==> src/rtl/bpu_pkg.sv <==
// Shared branch-prediction types: PHT counter type, saturating-update helper
// and the PHT init/ready state encoding.
package bpu_pkg;

  localparam int PHT_CNT_WIDTH = 2;

  typedef logic [PHT_CNT_WIDTH-1:0] pht_cnt_t;

  typedef enum logic {
    PHT_INIT,
    PHT_READY
  } pht_state_e;

  // Saturating step: never wraps past all-ones or zero.
  function automatic pht_cnt_t pht_sat_next(input pht_cnt_t cnt, input logic taken);
    if (taken) return (cnt == '1) ? cnt : cnt + pht_cnt_t'(1);
    else       return (cnt == '0) ? cnt : cnt - pht_cnt_t'(1);
  endfunction

endpackage

==> src/rtl/pht_ram.sv <==
// Counter storage: one write port, NUM_PORTS synchronous read ports.
// A read of the entry being written in the same cycle returns the old contents.
module pht_ram #(
  parameter int ADDR_WIDTH = 8,
  parameter int DATA_WIDTH = 2,
  parameter int NUM_PORTS  = 3
) (
  input  logic                            clk,
  input  logic                            we,
  input  logic [ADDR_WIDTH-1:0]           waddr,
  input  logic [DATA_WIDTH-1:0]           wdata,
  input  logic [NUM_PORTS*ADDR_WIDTH-1:0] raddr,
  output logic [NUM_PORTS*DATA_WIDTH-1:0] rdata
);

  localparam int DEPTH = 1 << ADDR_WIDTH;

  logic [DATA_WIDTH-1:0] mem [DEPTH];

  always_ff @(posedge clk) begin
    if (we) mem[waddr] <= wdata;
    for (int i = 0; i < NUM_PORTS; i++) begin
      rdata[i*DATA_WIDTH +: DATA_WIDTH] <= mem[raddr[i*ADDR_WIDTH +: ADDR_WIDTH]];
    end
  end

endmodule

==> src/rtl/pht_sat_table.sv <==
// Pattern history table of saturating counters with an init sweep and a
// 3-stage read-modify-write training pipe. Define PHT_RD_FWD_EN to let
// prediction reads see the value being written in the same cycle.
module pht_sat_table
  import bpu_pkg::*;
#(
  parameter int                   ADDR_WIDTH = 8,
  parameter int                   CNT_WIDTH  = PHT_CNT_WIDTH,
  parameter int                   NUM_RD     = 2,
  parameter logic [CNT_WIDTH-1:0] INIT_VAL   = CNT_WIDTH'((1 << (CNT_WIDTH - 1)) - 1)
) (
  input  logic                         clk,
  input  logic                         rst,
  output logic                         ready_o,
  input  logic [NUM_RD*ADDR_WIDTH-1:0] rd_index_i,
  output logic [NUM_RD*CNT_WIDTH-1:0]  rd_cnt_o,
  output logic [NUM_RD-1:0]            rd_taken_o,
  input  logic                         upd_valid_i,
  input  logic [ADDR_WIDTH-1:0]        upd_index_i,
  input  logic                         upd_taken_i
);

  localparam logic [ADDR_WIDTH-1:0] LAST_IDX = '1;

  pht_state_e            state, state_nxt;
  logic [ADDR_WIDTH-1:0] ptr, ptr_nxt;

  always_ff @(posedge clk) begin
    if (rst) begin
      state <= PHT_INIT;
      ptr   <= '0;
    end else begin
      state <= state_nxt;
      ptr   <= ptr_nxt;
    end
  end

  always_comb begin
    state_nxt = state;
    ptr_nxt   = ptr;
    if (state == PHT_INIT) begin
      ptr_nxt = ptr + 1'b1;
      if (ptr == LAST_IDX) state_nxt = PHT_READY;
    end
  end

  assign ready_o = (state == PHT_READY);

  // Update handshake: upd_valid_i is a one-cycle request with no ready back;
  // it is taken whenever the table is ready and rst is low, otherwise dropped.
  logic                  upd_acc;
  logic                  u1_valid, u1_taken;
  logic [ADDR_WIDTH-1:0] u1_index;
  logic [CNT_WIDTH-1:0]  u1_old, u1_new;
  logic                  u2_valid, u3_valid;
  logic [ADDR_WIDTH-1:0] u2_index, u3_index;
  logic [CNT_WIDTH-1:0]  u2_data, u3_data;

  assign upd_acc = upd_valid_i && ready_o && !rst;

  always_ff @(posedge clk) begin
    if (rst) begin
      u1_valid <= 1'b0;
      u2_valid <= 1'b0;
      u3_valid <= 1'b0;
    end else begin
      u1_valid <= upd_acc;
      u2_valid <= u1_valid;
      u3_valid <= u2_valid;
    end
    u1_index <= upd_index_i;
    u1_taken <= upd_taken_i;
    u2_index <= u1_index;
    u2_data  <= u1_new;
    u3_index <= u2_index;
    u3_data  <= u2_data;
  end

  logic [(NUM_RD+1)*CNT_WIDTH-1:0] ram_rdata;
  logic                            ram_we;
  logic [ADDR_WIDTH-1:0]           ram_waddr;
  logic [CNT_WIDTH-1:0]            ram_wdata;

  // U3 covers the write that landed while this update's array read was in flight.
  always_comb begin
    u1_old = ram_rdata[NUM_RD*CNT_WIDTH +: CNT_WIDTH];
    if (u3_valid && u3_index == u1_index) u1_old = u3_data;
    if (u2_valid && u2_index == u1_index) u1_old = u2_data;
    u1_new = CNT_WIDTH'(pht_sat_next(pht_cnt_t'(u1_old), u1_taken));
  end

  assign ram_we    = (state == PHT_INIT) || (u2_valid && !rst);
  assign ram_waddr = (state == PHT_INIT) ? ptr : u2_index;
  assign ram_wdata = (state == PHT_INIT) ? INIT_VAL : u2_data;

  pht_ram #(
    .ADDR_WIDTH(ADDR_WIDTH),
    .DATA_WIDTH(CNT_WIDTH),
    .NUM_PORTS (NUM_RD + 1)
  ) u_ram (
    .clk  (clk),
    .we   (ram_we),
    .waddr(ram_waddr),
    .wdata(ram_wdata),
    .raddr({upd_index_i, rd_index_i}),
    .rdata(ram_rdata)
  );

  // rd_live marks that the read issued last cycle hit a fully initialised table.
  logic rd_live;
  always_ff @(posedge clk) begin
    if (rst) rd_live <= 1'b0;
    else     rd_live <= ready_o;
  end

`ifdef PHT_RD_FWD_EN
  logic [NUM_RD-1:0]    fwd_hit;
  logic [CNT_WIDTH-1:0] fwd_data;
  always_ff @(posedge clk) begin
    for (int p = 0; p < NUM_RD; p++) begin
      fwd_hit[p] <= u2_valid && (u2_index == rd_index_i[p*ADDR_WIDTH +: ADDR_WIDTH]);
    end
    fwd_data <= u2_data;
  end
`endif

  logic [CNT_WIDTH-1:0] rd_cnt [NUM_RD];

  always_comb begin
    rd_cnt_o   = '0;
    rd_taken_o = '0;
    for (int p = 0; p < NUM_RD; p++) begin
      rd_cnt[p] = rd_live ? ram_rdata[p*CNT_WIDTH +: CNT_WIDTH] : INIT_VAL;
`ifdef PHT_RD_FWD_EN
      if (rd_live && fwd_hit[p]) rd_cnt[p] = fwd_data;
`endif
      rd_cnt_o[p*CNT_WIDTH +: CNT_WIDTH] = rd_cnt[p];
      rd_taken_o[p]                      = rd_cnt[p][CNT_WIDTH-1];
    end
  end

endmodule

==> config.mk <==
export PLATFORM = sky130hd
export DESIGN_NAME = pht_sat_table
export DESIGN_NICKNAME = d
export VERILOG_FILES = /design/src/rtl/bpu_pkg.sv /design/src/rtl/pht_ram.sv /design/src/rtl/pht_sat_table.sv
export SDC_FILE = /design/constraint.sdc
export NUM_CORES = 1
export LEC_CHECK = 0
export ABC_CLOCK_PERIOD_IN_PS = 10780
export CAP_MARGIN = 30
export CORE_ASPECT_RATIO = 1.25
export CORE_MARGIN = 2
export CORE_UTILIZATION = 50
export DETAILED_ROUTE_END_ITERATION = 8
export DONT_BUFFER_PORTS = 1
export MAX_ROUTING_LAYER = met4
export PLACE_DENSITY = 0.67
export SKIP_LAST_GASP = 1
export SYNTH_ARGS = -nofsm -noshare
export SYNTH_HDL_FRONTEND = slang
export SYNTH_SLANG_ARGS = --single-unit
==> constraint.sdc <==
create_clock -name clk -period 10.78 [get_ports clk]
set_input_delay 1.617 -clock clk [delete_from_list [all_inputs] [get_ports clk]]
set_output_delay 1.617 -clock clk [all_outputs]
set_load 0.02 [all_outputs]
Word-level counts from Yosys, hierarchy flattened. Memories as Yosys holds them, arrays and structs flattened. A register that Yosys moved wholly into a read port is not among the register bits. Index checks and enable logic that the tools add are counted. W data, S select, Z words.

Register bits: 42. RAM bits: 512. Output and inout bits: 7. Word-level logic and storage cells: 42. Memories: 1.

$add $sub $neg: 3. Equality and inequality tests: 4. Muxes and demuxes: 13. Bitwise gates (word level): 1. Reductions and logical operators: 8.

Memory list: u_ram.mem (depth 256, bits a word 2, rd ports 3, clocked after Yosys merged registers in 3, write ports 1, line pht_ram.sv:18) `logic [DATA_WIDTH-1:0] mem [DEPTH];`.

Operators with widths (count): $eq A8 B8 Y1 (2); $mux W2 (8); $add A8 B1 Y8 const B (1); $eq A8 B8 Y1 const B (1); $mux W8 (1); $logic_and A1 B1 Y1 (5); $mux W1 (4); $add A2 B1 Y2 const B (1); $eq A2 B2 Y1 const B (1); $logic_not A2 Y1 (1); $sub A2 B1 Y2 const B (1); $logic_not A1 Y1 (1); $logic_or A1 B1 Y1 (1); $not A1 Y1 (1).

Depth between registers and ports, before layout. Gate-level depths: netlist of the first run.

Depth after elaboration: 7. Gate-level depth with buffers: 11. Mapped depth without buffers: 6.

Cells and area by module. Synthesis of the first run repeated with hierarchy kept, for this count alone.

Cells, all modules: 2292. Area total of the unflattened synthesis: 31740.4 sq um.

Modules (own cells, without submodules): pht_ram (instances 1, cells each 2161, area each 30255.3 sq um); pht_sat_table (instances 1, cells each 131, area each 1485.2 sq um).

Worst setup path after synthesis of the first run. OpenSTA, ideal clock, no wires.

Kind: register to register. Start: reg state (netlist: ready_o). End: mem u_ram.mem[0][1] (data pin). Arrival time: 4.371 ns. Data required time: 9.914 ns. Path slack: 5.542 ns. Cell stages (with the launch flop): 4. Path buffers: 2. Clock period less this slack: 5.238 ns. Cell sequence: dfxtp_1 clkbuf_1 buf_1 and2_1.

Longest elaborated chain between the ends: 1.

RTL lines: from (decl) (line pht_sat_table.sv:25) `pht_state_e state, state_nxt;`; from (signal assigned) (line pht_sat_table.sv:33) `state <= state_nxt;`; $mux W2 (line pht_sat_table.sv:94) `assign ram_wdata = (state == PHT_INIT) ? INIT_VAL : u2_data;`; via ram_wdata[1] (line pht_sat_table.sv:82) `logic [CNT_WIDTH-1:0] ram_wdata;`; to (decl) (line pht_ram.sv:18).

The timed path passes the listed nets, and every way through them passes these cells.

==> results of run 1 <==
## area by class of cell
cell class / count / area (sq um)
fillers: 5240 / 28900
flip-flops and latches: 560 / 16300
multi-input cells: 1559 / 14200
clock buffers: 76 / 1580
well taps: 840 / 1050
clock inverters: 33 / 454
repair buffers: 35 / 337
inverters: 18 / 67.6
diodes: 7 / 17.5
## sequential cells by signal (all words and copies together) (netlist names)
name,cells
u3_data,2
u2_data,2
rd_live,1
u3_index,8
u1_index,8
u1_valid,1
u_ram.rdata,6
u2_valid,1
u1_taken,1
u2_index,8
u_ram.mem,512
ready_o,1
ptr,8
u3_valid,1
## routing by layer
layer | routed length (um) | vias up
met5 | 0 | -
met4 | 8570 | 0
met3 | 10300 | 470
met2 | 50100 | 1569
met1 | 35600 | 11400
li1 | - | 9150
## layout by cell type, fill, tap and decap left out, types with 21 or more instances in the layout
cell       count
nand2_1       89
nor2_1       311
nor4_1        31
edfxtp_1     512
nor2b_1       23
dfxtp_1       48
clkbuf_16     59
nand2b_1      21
mux2_2        24
mux2i_1      370
nand3_1       44
o21ai_0       33
buf_4         26
o22ai_1      141
mux4_2       214
nor3_1        37
## synthesized netlist by cell type (33+ instances only)
cell type / count
nand2_1: 89
nand3_1: 44
edfxtp_1: 512
buf_4: 55
nor3_1: 37
mux4_2: 214
o22ai_1: 141
clkbuf_1: 87
o21ai_0: 33
mux2i_1: 370
nor2_1: 311
dfxtp_1: 48
## cell families (layout without fill, tap and decap cells)
family / Yosys count / after routing / share of synthesized area
adders and majority gates: 3 / 3 / 0.00103
muxes: 622 / 622 / 0.290
and+or+nand+nor: 604 / 604 / 0.0855
other: 0 / 7 / 0
xor gates and xnor gates: 21 / 21 / 0.00581
buffers and inverters: 209 / 162 / 0.0355
DFF: 560 / 560 / 0.516
AOI/OAI and AO/OA: 309 / 309 / 0.0664
## worst max-delay path: stages
cell and delay, ns:
nand3b_1 0.65, buf_16 0.23, o22ai_1 0.10, nor4_1 0.69
a221oi_1 0.24, a31oi_1 0.54, nor4_1 0.13
## path summary, 6_finish.rpt
kind	endpoint	cells after the start	slack, ns	start
setup / recovery	u_ram.rdata[5]$_DFF_P_	7	6.77	upd_index_i[0]
hold / removal	u3_data[1]$_DFF_P_	0	0.38	u2_data[1]$_DFF_P_
setup reg to reg	u_ram.mem[85][1]$_DFFE_PP_	5	7.06	ready_o$_SDFF_PP0_
hold reg to reg	u3_data[1]$_DFF_P_	0	0.38	u2_data[1]$_DFF_P_
## power groups by stage
stage / clock network (mW) / registers [mW] / logic [mW]
after floorplan: 0 / 2.40 / 0.318
after global placement: 0 / 2.41 / 0.321
after detailed placement: 0 / 2.41 / 0.325
after CTS: 2.16 / 2.36 / 0.327
after global routing: 2.24 / 2.37 / 0.346
final: 2.15 / 2.37 / 0.339
==> results.py, run 1 <==
metrics = {
    "run_status": {
        "outcome": "complete, no violations",
    },
    "clock_tree": {
        "cts_hold_buf": 0,
        "cts_tree": "yes",
        "numCtsBuffers": 58,
        "clk_latency_ns": 0.65,
        "post-cts-setup-buffers": 0,
        "cts_root_buf": "clkbuf_16",
        "path_clk_slew_ns": 0.06,
        "cts.path.max_buffers": 3,
        "cts_resized": 0,
        "cts_max_level": 2,
        "numClockSinks": 560,
    },
    "critical_path": {
        "critPathRequiredTime_ns": 11.27,
        "cp-end-kind": "register",
        "cp_max_fo": 121,
        "worstPathArrival_ns": 4.50,
        "worstSetupPathType": "input port to register",
        "critPathLaunchType": "input port",
    },
    "drt": {
        "post-route-drc-count": 0,
        "drt-total-wl_um": 105000,
        "drtAntennaViolNets": 0,
        "drt-vias-per-instance": 7.21,
        "vias": 22600,
        "wl_per_cell_um": 33.4,
        "dr.pass1.iters": 5,
        "drt_iter0_drc": 3335,
    },
    "placed_design": {
        "port_buffers": 0,
        "place_inst": 3009,
        "dp_hpwl_um": 69200,
        "dpl_worst_slack_ns": 6.61,
        "routabilityCongestion": 1.01,
        "place_area_sq_um": 31900,
    },
    "logic_synthesis": {
        "async_flop_share": 0,
        "ys_seq_elements": 560,
        "syn_nets": 2357,
        "synth_warnings": 0,
        "synth_enable_flop_cells": 512,
        "netlist_instances": 2328,
        "synth_top_area_share": 0.486,
        "yosys-top-cells-area": "edfxtp_1 49%, mux4_2 15%, mux2i_1 12%, nor2_1 3.7%, dfxtp_1 3.0%",
        "ys_seq_area_frac": 0.516,
        "ys.flop_type": "edfxtp_1",
        "syn_area_sq_um": 31600,
        "synth_cell_types": 61,
        "syn_area_per_cell_sq_um": 13.6,
        "yosysTopAreaCell": "edfxtp_1",
    },
    "sta": {
        "period_needed_ns": 4.01,
        "setup_viol": 0,
        "fin_hold_ws_ns": 0.382,
        "hold_viol": 0,
        "relSlewSlack": 0.255,
        "fin_worst_skew_ns": 0.0303,
        "fmax_mhz": 249,
        "setup_ws_ns": 6.77,
        "fin_tns_setup_ns": 0,
        "rsz0062_at_grt": "no",
        "min_period_over_period": 0.372,
        "report.final.slew_viol_count": 0,
        "worst_slew_pin_slew_ns": 1.11,
    },
    "global_routing": {
        "gr-usage-all-layers": 0.326,
        "grt-busiest-layer": "met2",
        "antenna_found_initial": 8,
        "grt_pass1_vias": 22600,
        "grt_pass1_wl_um": 150000,
        "overflow": 0,
        "use_met3": 0.0740,
        "met2_usage": 0.523,
        "grt_use_met1": 0.365,
        "grt_start_max_net_pins": 138,
    },
    "floorplanning": {
        "die_y_um": 285,
        "dieArea_sq_um": 65300,
        "fp.coreArea_sq_um": 62900,
        "rows": 103,
        "initial_utilization": 0.503,
        "chipWidth_um": 229,
        "ios": 35,
    },
    "final_layout": {
        "final_cell_area_sq_um": 34000,
        "utilization": 0.541,
        "synthToLayoutAreaGrowth_pct": 7.55,
        "fin_cells": 3128,
        "drive_gt1_frac": 0.167,
        "num-nets-final": 2261,
    },
    "flow_run": {
        "maxCapViolations": 0,
    },
    "pwr": {
        "clkPwrFrac": 0.442,
        "p_seq_frac": 0.488,
        "p_int_mw": 3.79,
        "switching_power_mw": 1.06,
        "p_total_mw": 4.85,
        "power.density_nw_per_um2": 143,
        "ir_drop_v": 0.000132,
        "power.leakage_nw": 11.5,
        "p_sw_frac": 0.219,
        "pwr-share-comb": 0.070,
    },
    "min_path": {
        "hold_path.class": "register to register",
    },
}
No activity file was read; power rests on OpenSTA's default activity.
==> run 2: changes to the inputs <==
--- a/config.mk
+++ b/config.mk
@@ -5,7 +5,7 @@
 export SDC_FILE = /design/constraint.sdc
 export NUM_CORES = 1
 export LEC_CHECK = 0
-export ABC_CLOCK_PERIOD_IN_PS = 10780
+export ABC_CLOCK_PERIOD_IN_PS = 3300
 export CAP_MARGIN = 30
 export CORE_ASPECT_RATIO = 1.25
 export CORE_MARGIN = 2
@@ -13,7 +13,7 @@
 export DETAILED_ROUTE_END_ITERATION = 8
 export DONT_BUFFER_PORTS = 1
 export MAX_ROUTING_LAYER = met4
-export PLACE_DENSITY = 0.67
+export PLACE_DENSITY = 0.7
 export SKIP_LAST_GASP = 1
 export SYNTH_ARGS = -nofsm -noshare
 export SYNTH_HDL_FRONTEND = slang
==> constraint.sdc (replaced) <==
create_clock -name clk -period 3.3 [get_ports clk]
set_input_delay 0.495 -clock clk [delete_from_list [all_inputs] [get_ports clk]]
set_output_delay 0.495 -clock clk [all_outputs]
set_load 0.02 [all_outputs]
==> run 2 against run 1 <==
  * Global-route usage increased by 0.72 points
  * Combinational power increased to 3.4 times the previous value
  * Highest routed layer unchanged
  * Hold slack got worse by 0.36 ns
  * Largest power group unchanged
==> results.py, run 2 (synthesis results as in run 1) <==
metrics = {
    "drt": {
        "drt_iter0_drc": 2654,
        "drt-vias-per-instance": 7.02,
        "post-route-drc-count": 0,
        "drtAntennaViolNets": 0,
        "vias": 22500,
        "drt-total-wl_um": 106000,
        "wl_per_cell_um": 33.2,
        "dr.pass1.iters": 5,
    },
    "sta": {
        "period_needed_ns": 2.84,
        "fin_worst_skew_ns": 0.0158,
        "setup_viol": 0,
        "fin_hold_ws_ns": 0.0222,
        "report.final.slew_viol_count": 0,
        "min_period_over_period": 0.862,
        "worst_slew_pin_slew_ns": 0.886,
        "rsz0062_at_grt": "no",
        "fin_tns_setup_ns": 0,
        "setup_ws_ns": 0.457,
        "relSlewSlack": 0.404,
        "fmax_mhz": 352,
        "hold_viol": 0,
    },
    "floorplanning": {
        "dieArea_sq_um": 65300,
        "rows": 103,
        "initial_utilization": 0.503,
        "chipWidth_um": 229,
        "ios": 35,
        "die_y_um": 285,
        "fp.coreArea_sq_um": 62900,
    },
    "pwr": {
        "power.leakage_nw": 11.8,
        "power.density_nw_per_um2": 453,
        "ir_drop_v": 0.000438,
        "p_total_mw": 15.7,
    },
    "clock_tree": {
        "numClockSinks": 560,
        "post-cts-setup-buffers": 0,
        "clk_latency_ns": 0.65,
        "cts_root_buf": "clkbuf_16",
        "numCtsBuffers": 57,
        "cts_tree": "yes",
        "cts.path.max_buffers": 3,
        "path_clk_slew_ns": 0.07,
        "cts_max_level": 2,
    },
    "global_routing": {
        "antenna_found_initial": 1,
        "gr-usage-all-layers": 0.333,
        "overflow": 0,
        "grt_start_max_net_pins": 138,
        "grt_pass1_wl_um": 153000,
        "grt_pass1_vias": 22800,
    },
    "final_layout": {
        "top_register": "u_ram.mem",
        "num-nets-final": 2335,
        "drive_gt1_frac": 0.189,
        "most-common-layout-cells": "512 x edfxtp_1, 370 x mux2i_1, 311 x nor2_1",
        "largest_reg_flops": 512,
        "utilization": 0.550,
        "layout.cells.most_common": "edfxtp_1",
        "synthToLayoutAreaGrowth_pct": 9.29,
    },
    "critical_path": {
        "cp_max_fo": 3,
        "worstPathArrival_ns": 3.36,
        "cp-end-kind": "register",
        "critPathSlowestCell": "a2111oi_0",
        "worstSetupPathType": "register to register",
        "worstPathCellList": "mux4_2, mux2_2, a2111oi_0, nor3_1, a311oi_1, nor4_1",
        "critPathRequiredTime_ns": 3.81,
        "critPathLaunchType": "register",
        "max_stage_delay_ns": 0.79,
    },
    "placed_design": {
        "dp_hpwl_um": 69900,
        "dpl_worst_slack_ns": 0.208,
        "port_buffers": 0,
        "routabilityCongestion": 0.972,
    },
    "flow_run": {
        "maxCapViolations": 0,
    },
    "min_path": {
        "hold_path.class": "input port to register",
    },
    "run_status": {
        "outcome": "complete, no violations",
    },
}
==> run 2: changes by cell type in the layout (fill, tap and decap cells not counted), moves of 3 or more <==
cell and change:
buf_12 +6, clkbuf_8 +10, dlygate4sd3_1 +11, buf_4 +66
clkbuf_16 +3, buf_16 -3, buf_8 -3, bufinv_16 -7
clkbuf_2 -5, diode_2 -3
==> run 2: critical path, delay by kind of cell (launching register included) <==
family,cells,cell delay (ns)
and+or+nand+nor,2,0.19
AOI/OAI and AO/OA,2,1.33
muxes,2,0.79
DFF,1,0.42
==> run 2: repair_timing <==
action / in CTS / in global routing
setup endpoints to repair: 0 / 0
endpoints found under the hold margin: 21 / 0
hold buffers: 11 / 0
gates resized for setup: 0 / 0
==> run 2: path summary, 6_finish.rpt <==
kind | start | end | slack [ns] | depth (start not counted)
worst max register to register | u_ram.mem[139][0]$_DFFE_PP_ | u_ram.rdata[2]$_DFF_P_ | 0.46 | 6
worst max-delay path | u_ram.mem[139][0]$_DFFE_PP_ | u_ram.rdata[2]$_DFF_P_ | 0.46 | 6
worst min-delay path | rst | rd_live$_SDFF_PP0_ | 0.02 | 1
worst min register to register | u2_data[1]$_DFF_P_ | u3_data[1]$_DFF_P_ | 0.38 | 0
==> run 2: where the power goes <==
group	leakage (nW)	internal [mW]	switching [mW]	total [mW]
Sequential	5.36	7.67	0.0385	7.71
Combinational	5.47	0.578	0.565	1.14
Clock	0.982	3.94	2.89	6.83
==> run 2: final cells by class <==
| cell class | count | area [sq um] |
|---|---|---|
| fill | 5196 | 28300 |
| sequential | 560 | 16300 |
| multi-input combinational | 1559 | 14200 |
| clock buffer | 82 | 1760 |
| tap | 840 | 1050 |
| timing repair buffer | 110 | 925 |
| clock inverter | 26 | 244 |
| inverter | 18 | 67.6 |
| antenna | 4 | 10.0 |
==> run 2: per-stage QoR <==
| stage | cell area (sq um) | std cells |
|---|---|---|
| after floorplan | 31600 | 2328 |
| after global placement | 32500 | 3075 |
| after detailed placement | 32500 | 3076 |
| after CTS | 34600 | 3195 |
| after global routing | 34600 | 3196 |
| final | 34600 | 3199 |
==> run 2: routing by layer <==
metal / vias to the layer above / wire length [um] / track usage
met5: - / 0 / -
met4: 0 / 8070 / 0.216
met3: 413 / 9650 / 0.0576
met2: 1352 / 51700 / 0.540
met1: 11400 / 36700 / 0.384
li1: 9274 / - / -
